$ cat src/rtl/vga_timing_tracker.sv
// VGA timing sink: recovers x/y from h_sync/v_sync/DE,
// measures line/frame periods and locks onto the expected mode.
module vga_timing_tracker #(
  parameter int H_TOTAL     = 800,
  parameter int V_TOTAL     = 525,
  parameter int H_ACTIVE    = 640,
  parameter int V_ACTIVE    = 480,
  parameter int LOCK_FRAMES = 2
) (
  input  logic        clk,
  input  logic        reset,
  input  logic        h_sync_in,
  input  logic        v_sync_in,
  input  logic        de_in,
  output logic        pixel_valid,
  output logic [9:0]  x_pixel,
  output logic [9:0]  y_pixel,
  output logic        frame_start,
  output logic [10:0] h_period,
  output logic [9:0]  v_period,
  output logic        locked,
  output logic        timing_err
);

  localparam logic [10:0] HT = 11'(H_TOTAL);
  localparam logic [10:0] HA = 11'(H_ACTIVE);
  localparam logic [10:0] WD = 11'(2 * H_TOTAL);
  localparam logic [9:0]  VT = 10'(V_TOTAL);
  localparam logic [9:0]  VA = 10'(V_ACTIVE);
  localparam logic [7:0]  LF = 8'(LOCK_FRAMES);

  typedef enum logic [1:0] {
    SEARCH,
    VERIFY,
    LOCKED
  } state_t;

  state_t state;

  logic hs1, vs1, de1;
  logic hs2, vs2, de2;
  logic h_fall, v_fall, de_fall;

  logic [10:0] h_cnt, h_cnt_inc;
  logic [10:0] de_w, de_w_inc;
  logic [9:0]  v_cnt, v_cnt_inc;
  logic [9:0]  act, act_inc;
  logic [9:0]  x_nxt, y_nxt;
  logic [7:0]  match_cnt, mc_inc;
  logic        line_ok, line_ok_cur;
  logic        match, wd_trip;

  assign h_fall  = hs2 & ~hs1;
  assign v_fall  = vs2 & ~vs1;
  assign de_fall = de2 & ~de1;

  always_comb begin
    x_nxt = '0;
    if (de1 && de2)
      x_nxt = (&x_pixel) ? x_pixel : x_pixel + 10'd1;
    y_nxt = y_pixel;
    unique case (1'b1)
      v_fall:  y_nxt = '0;
      de_fall: y_nxt = (&y_pixel) ? y_pixel
                                  : y_pixel + 10'd1;
      default: y_nxt = y_pixel;
    endcase
    h_cnt_inc = (&h_cnt) ? h_cnt : h_cnt + 11'd1;
    de_w_inc  = (&de_w) ? de_w : de_w + 11'd1;
    v_cnt_inc = v_cnt;
    if (h_fall && !(&v_cnt))
      v_cnt_inc = v_cnt + 10'd1;
    act_inc = act;
    if (de_fall && !(&act))
      act_inc = act + 10'd1;
    // the line ending this cycle still belongs to the old frame
    line_ok_cur = line_ok;
    if (de_fall && de_w != HA)
      line_ok_cur = 1'b0;
    if (h_fall && h_cnt != HT)
      line_ok_cur = 1'b0;
    match = line_ok_cur && (v_cnt_inc == VT)
         && (act_inc == VA);
    wd_trip = !h_fall && (h_cnt == WD);
    mc_inc = match_cnt + 8'd1;
  end

  always_ff @(posedge clk or posedge reset) begin
    if (reset) begin
      hs1         <= 1'b0;
      vs1         <= 1'b0;
      de1         <= 1'b0;
      hs2         <= 1'b0;
      vs2         <= 1'b0;
      de2         <= 1'b0;
      pixel_valid <= 1'b0;
      x_pixel     <= '0;
      y_pixel     <= '0;
      frame_start <= 1'b0;
      h_cnt       <= '0;
      h_period    <= '0;
      v_cnt       <= '0;
      v_period    <= '0;
      de_w        <= '0;
      act         <= '0;
      line_ok     <= 1'b0;
    end else begin
      hs1 <= h_sync_in;
      vs1 <= v_sync_in;
      de1 <= de_in;
      hs2 <= hs1;
      vs2 <= vs1;
      de2 <= de1;
      pixel_valid <= de1;
      x_pixel     <= x_nxt;
      y_pixel     <= y_nxt;
      frame_start <= de1 && (x_nxt == '0)
                  && (y_nxt == '0);
      if (h_fall) begin
        h_cnt    <= 11'd1;
        h_period <= h_cnt;
      end else begin
        h_cnt <= h_cnt_inc;
      end
      if (de1)
        de_w <= de2 ? de_w_inc : 11'd1;
      else
        de_w <= '0;
      if (v_fall) begin
        v_period <= v_cnt_inc;
        v_cnt    <= '0;
        act      <= '0;
        line_ok  <= 1'b1;
      end else begin
        v_cnt   <= v_cnt_inc;
        act     <= act_inc;
        line_ok <= line_ok_cur;
      end
    end
  end

  always_ff @(posedge clk or posedge reset) begin
    if (reset) begin
      state      <= SEARCH;
      match_cnt  <= '0;
      locked     <= 1'b0;
      timing_err <= 1'b0;
    end else begin
      timing_err <= 1'b0;
      if (wd_trip) begin
        timing_err <= (state == LOCKED);
        state      <= SEARCH;
        locked     <= 1'b0;
        match_cnt  <= '0;
      end else if (v_fall) begin
        unique case (state)
          SEARCH: begin
            state     <= VERIFY;
            match_cnt <= '0;
          end
          VERIFY: begin
            if (!match) begin
              match_cnt <= '0;
            end else if (mc_inc >= LF) begin
              state     <= LOCKED;
              locked    <= 1'b1;
              match_cnt <= '0;
            end else begin
              match_cnt <= mc_inc;
            end
          end
          LOCKED: begin
            if (!match) begin
              timing_err <= 1'b1;
              locked     <= 1'b0;
              state      <= SEARCH;
            end
          end
          default: state <= SEARCH;
        endcase
      end
    end
  end

endmodule
$ cat config.mk
export PLATFORM = sky130hd
export DESIGN_NAME = vga_timing_tracker
export DESIGN_NICKNAME = d
export VERILOG_FILES = /design/src/rtl/vga_timing_tracker.sv
export SDC_FILE = /design/constraint.sdc
export NUM_CORES = 1
export LEC_CHECK = 0
export CORE_MARGIN = 8
export CORE_UTILIZATION = 45
export CTS_CLUSTER_SIZE = 14
export DETAILED_ROUTE_END_ITERATION = 10
export PLACE_DENSITY = 0.7
export SLEW_MARGIN = 40
export SYNTH_ARGS = -nofsm -noshare
export SYNTH_HDL_FRONTEND = slang
export SYNTH_SLANG_ARGS = --single-unit
export TNS_END_PERCENT = 100
$ cat constraint.sdc
create_clock -name clk -period 4.8 [get_ports clk]
set_input_delay 1.44 -clock clk [delete_from_list [all_inputs] [get_ports clk]]
set_output_delay 1.44 -clock clk [all_outputs]
set_load 0.02 [all_outputs]
== After elaboration in Yosys (flattened, before gate mapping) ==
Index checks and enable logic that the tools add are counted.

* Add/subtract/negate cells: 7
* Magnitude comparators: 1
* Equal/unequal tests: 12
* Multiplexer cells: 37
* Bitwise logic cells: 6
* Reduce and logical (&&, ||, !) cells: 28

{| class="wikitable"
|+ Operators with widths
! cell !! count
|-
| $mux 10 || 7
|-
| $mux 11 || 5
|-
| $add 10x1->10 const B || 4
|-
| $reduce_and 10->1 || 4
|-
| $mux 8 || 4
|-
| $add 11x1->11 const B || 2
|-
| $ne 11x10->1 const B || 2
|-
| $reduce_and 11->1 || 2
|-
| $logic_not 10->1 || 2
|-
| $pmux 10 s2 || 1
|-
| $pmux 8 s2 || 1
|-
| $mux 1 || 12
|-
| $ne 3x3->1 const B || 4
|-
| $eq 11x11->1 const B || 1
|-
| $eq 10x10->1 const B || 1
|-
| $eq 10x9->1 const B || 1
|-
| $logic_and 1x1->1 || 10
|-
| $mux 2 || 5
|-
| $add 8x1->8 const B || 1
|-
| $ge 8x2->1 const B || 1
|-
| $pmux 2 s3 || 1
|-
| $reduce_bool 3->1 || 2
|-
| $reduce_and 5->1 || 1
|-
| $reduce_and 4->1 || 1
|-
| other kinds (10) || 16
|}

* Register bits: 103
* Input port bits: 5
* Output and inout port bits: 45
* Word-level logic and storage cells: 111

== Logic depth before layout (Yosys ltp) ==
* Depth in word-level cells: 11
* Depth in mapped cells: 9
* Gate-level depth less buffers: 9

== Worst setup path before layout ==
Ideal clock, no wire load.

* Path type: register -> register
* From: register h_cnt[0]
* To: register match_cnt[0]
* Library setup time: 0.077 ns
* Data arrival time: 2.486 ns
* Data required time: 4.723 ns
* Path slack: 2.237 ns
* Cell stages (with the launch flop): 10
* Buffers on the path: 0
* Period minus slack after synthesis: 2.563 ns
* Cells stage by stage: dfrtp_1 > inv_1 > ha_1 > or4b_4 > nor4_4 > o211ai_2 > nor4_2 > nand4_2 > or4_1 > a21oi_1

* Cells in the longest elaborated chain, start to end: 9
* Elaborated cells between the ends (all ways): 14
* Those cells by class: 2 x eq/ne; 5 x mux; 7 x reduce/logical

{| class="wikitable"
|+ RTL lines
! what !! RTL line !! RTL
|-
| start: declaration || 44 || <nowiki>logic [10:0] h_cnt, h_cnt_inc;</nowiki>
|-
| start signal: assignment || 123 || <nowiki>h_cnt <= h_cnt_inc;</nowiki>
|-
| $ne 11x10->1 || 80 || <nowiki>if (h_fall && h_cnt != HT)</nowiki>
|-
| $logic_and 1x1->1 || 80 ||
|-
| $mux 1 || 80 ||
|-
| $logic_and 1x1->1 || 82 || <nowiki>match = line_ok_cur && (v_cnt_inc == VT)</nowiki>
|-
| $logic_and 1x1->1 || 83 || <nowiki>&& (act_inc == VA);</nowiki>
|-
| $mux 8 || 162 || <nowiki>if (!match) begin</nowiki>
|-
| $pmux 8 s2 || 156 || <nowiki>unique case (state)</nowiki>
|-
| $mux 8 || 155 || <nowiki>end else if (v_fall) begin</nowiki>
|-
| $mux 8 || 150 || <nowiki>if (wd_trip) begin</nowiki>
|-
| end signal: assignment || 169 || <nowiki>match_cnt <= mc_inc;</nowiki>
|-
| end: declaration || 49 || <nowiki>logic [7:0] match_cnt, mc_inc;</nowiki>
|}

Several ways; a longest one is shown, not always the timed one. The select of a mux whose other input is x is not followed.
A chain may end at the register's enable or synchronous reset.

== Worst setup path in the final report ==
* From: register y_pixel[8]
* To: output y_pixel[8]

{| class="wikitable"
|+ RTL lines
! what !! RTL line !! RTL
|-
| start: declaration || 17 || <nowiki>output logic [9:0] y_pixel,</nowiki>
|-
| start signal: assignment || 116 || <nowiki>y_pixel <= y_nxt;</nowiki>
|}

No word-level cell between the ends.

==> impl_results.md <==
* Core area at ~11000 µm²
* LEAKAGE at 0.00271 µW
* Status: finished clean
* Critical Path Slowest Stage Cell: clkdlybuf4s50_1
* Synth warn at 0
* Syn_nets at 569
* Iter 0 DRT Violations at between 200 and 300
* Share of cells above drive strength 1 at 6.32%
* DRT Pass-1 Iters at 4
* Clk slew on worst S/H paths at about 0.060 ns
* Final WS setup at 1.85 ns
* Synth unique cells at 64
* Max-Cap Viols at 0
* Num CTS Buffers at 9
* Setup TNS at 0 ns
* I/O pin total at 50
* Number of non-filler instances in the completed layout at about 740
* Die Ht at 124 µm
* #FFs+latches synth at 103
* Dominant cells by area after synthesis: dfrtp_1 (49%), nand2_1 (6.2%), nor2_1 (4.7%)
* # resized after CTS at 0
* Worst min path class: register to register
* Register area share after synthesis at around half
* Avg WL per Cell at 15.2 µm
* Tcrit/Tclk final at 61.5%
* Final setup violation count at 0
* Reg-to-reg startpoint: h_cnt[0]$_DFFE_PP0P_
* Number of flops mapped to enable cells by yosys at 0
* VDD IR max at 0.166 mV
* Critical Path End Type: output port
* Sink Count at 103
* Share of the synthesized area in the top cell type at around half
* RePlAce Congestion at 0.862
* Largest net degree at the start of global routing at 60
* DRT Wirelength at 11300 µm
* Total gr overflow at 0
* Critical Path AT at 1.51 ns
* Post-synthesis cell area at around 5200 µm²
* Crit path max-delay family: buffers and inverters
* Worst-case clock skew at 0.00847 ns
* Routed wl met2 at 5300 µm
* RSZ-0062 raised after global routing: no
* Max_slew headroom at approximately 42%
* N_diodes at 0
* Cell Pwr Density at 326 nW/µm²
* Syn_area_per_cell at 9.42 µm²
* Vias in the first global route at approximately 4000
* Detailed placement HPWL at about 8000 µm
* Fmax achieved at 339 MHz
* Number of fill cells at between 1000 and 1500
* WP data required at 3.36 ns
* PortBufs at 49
* Met3 wire length at 491 µm
* Reg area at about 2600 µm²
* Avg Vias per Cell at roughly 5.6
* Area of the multi-input gates at 2520 µm²
* Initial antenna violation count at 0
* First-pass GRT wire length at approximately 19000 µm
* Dpl cells at ~730
* Final net count at 611
* Async SR Flop Fraction at 100%
* Max Used Layer: met4
* Layout Utilization at 54.0%
* Worst-Skew Late Latency at around 0.34 ns
* Dominant cell type by area after synthesis: dfrtp_1
* Synth Instances at 554
* HP Start: vs1$_DFF_PP0_
* Vias at about 4200
* Reg2Reg Setup Slack at approximately 1.9 ns
* Die W at 124 µm
* Slew @ Worst Pin at roughly 0.85 ns
* Worst stage delay on the critical path at between 0.6 and 0.7 ns
* Number of cells on the worst hold path at 0
* Slew Limit Fails at 0
* Buffer count from post-CTS setup fixing at 0
* Total count of hold-check failures in the final report at 0
* Area growth syn-to-layout at 17.7%
* GRT Overall Usage at between 15 and 20%
* Ys flop type: dfrtp_1
* Crit path time final at between 2 and 3 ns
* DRC errors left at 0
* Startpoint types: register
* Min Hold Slack at 0.393 ns
* Worst hold endpoint: vs2$_DFF_PP0_
* Clock root cell: clkbuf_16
* Reg2Reg Depth at 9
* Buf/Inv on CP at 1
* Dpl ws at 1.83 ns
* Number of core rows at 39
* H-tree Lvls at 3
* CTS tree: yes
* CTS max path bufs at 2
* Die Area at approximately 15000 µm²
* R2r endpoint: match_cnt[0]$_DFFE_PP0P_
* Setup CP Type: register to output port
* Remaining antenna violation count after routing at 0
* Starting Density at 45.9%
* Max FO, Critical Path at 8
* WL met1 at 5190 µm
* Crit path cell chain: clkdlybuf4s50_1
* CTS Hold Buffers Added at 0
## worst max-delay path by stage
| stage | from | end | depth (start not counted) | slack, ns |
|---|---|---|---|---|
| 5_1_grt | h_cnt[0]$_DFFE_PP0P_ | match_cnt[0]$_DFFE_PP0P_ | 9 | 1.72 |
| 6_report | y_pixel[8]$_DFF_PP0_ | y_pixel[8] | 1 | 1.85 |
| 3_5_place_dp | hs1$_DFF_PP0_ | match_cnt[0]$_DFFE_PP0P_ | 7 | 1.83 |
| 4_1_cts | hs1$_DFF_PP0_ | match_cnt[0]$_DFFE_PP0P_ | 7 | 1.80 |
| 2_1_floorplan | reset | act[0]$_DFF_PP0_ | 1 | 0.66 |
| 3_3_place_gp | hs1$_DFF_PP0_ | match_cnt[0]$_DFFE_PP0P_ | 7 | 1.95 |
## synthesized netlist by cell type, drive strengths merged, types with 7 or more instances
cell,instances
dfrtp,103
nand2,86
nor2,65
nand3,25
o21ai,23
and3,17
clkbuf,17
a21oi,16
xor2,16
nor3,15
nand4,14
nor4,13
inv,12
mux2i,12
and2,10
ha,10
xnor2,10
a31oi,8
nand2b,7
## registers in the layout (all words and copies together), names as in the netlist, 2 cells and up
register,flops
act,10
de_w,11
h_cnt,11
h_period,11
match_cnt,8
state,2
v_cnt,10
v_period,10
x_pixel,10
y_pixel,10
## report_power, final
part | switching [µW] | internal (µW) | total (µW)
clock | 313 | 419 | 732
combinational | 164 | 121 | 285
sequential | 65.1 | 924 | 989
## cells by family (layout without fill, tap and decap cells)
family	after synthesis	count (layout)	synth area share (%)
buf+inv	34	81	2.64
mux	12	12	2.30
fa+ha+maj	10	10	2.40
flops	103	103	49.4
compound gates	88	88	11.8
simple gates	281	281	27.1
xor+xnor	26	26	4.36
## layout by cell type (no fill, tap or decap), types with 5 or more instances in the layout
master           instances
nor2b_1                  5
a211oi_1                 5
ha_1                    10
clkbuf_16                9
xnor2_1                 10
a21oi_1                 16
nand4_1                 12
nand2b_1                 5
clkdlybuf4s50_1         49
a31oi_1                  7
nor4_1                  11
o21ai_0                 22
nand3_1                 25
and2_1                  10
nand2_1                 86
nor3_1                  14
nor2_1                  65
mux2i_1                 12
dfrtp_1                103
inv_1                   11
and3_1                  17
xor2_1                  16
## area by class of cell
class | instances | share of cell area (%)
sequential | 103 | 42.0
multi-input combinational | 417 | 41.0
timing repair buffer | 53 | 8.47
clock buffer | 11 | 3.95
tap | 143 | 2.91
clock inverter | 5 | 0.916
inverter | 12 | 0.774
## routing by layer
layer	GRT usage, %	vias to the layer above
li1	-	2059
met1	20.0	2029
met2	24.5	89
met3	2.90	26
met4	7.75	0
met5	0	-
## stage by stage
step                      power [µW]  instance area, µm²
after floorplan                 1180                5220
after global placement          1280                5830
after detailed placement        1290                5840
after CTS                       2030                6130
after global routing            2100                6140
final                           2010                6140
Note: power is estimated with default switching activity, not from simulation.
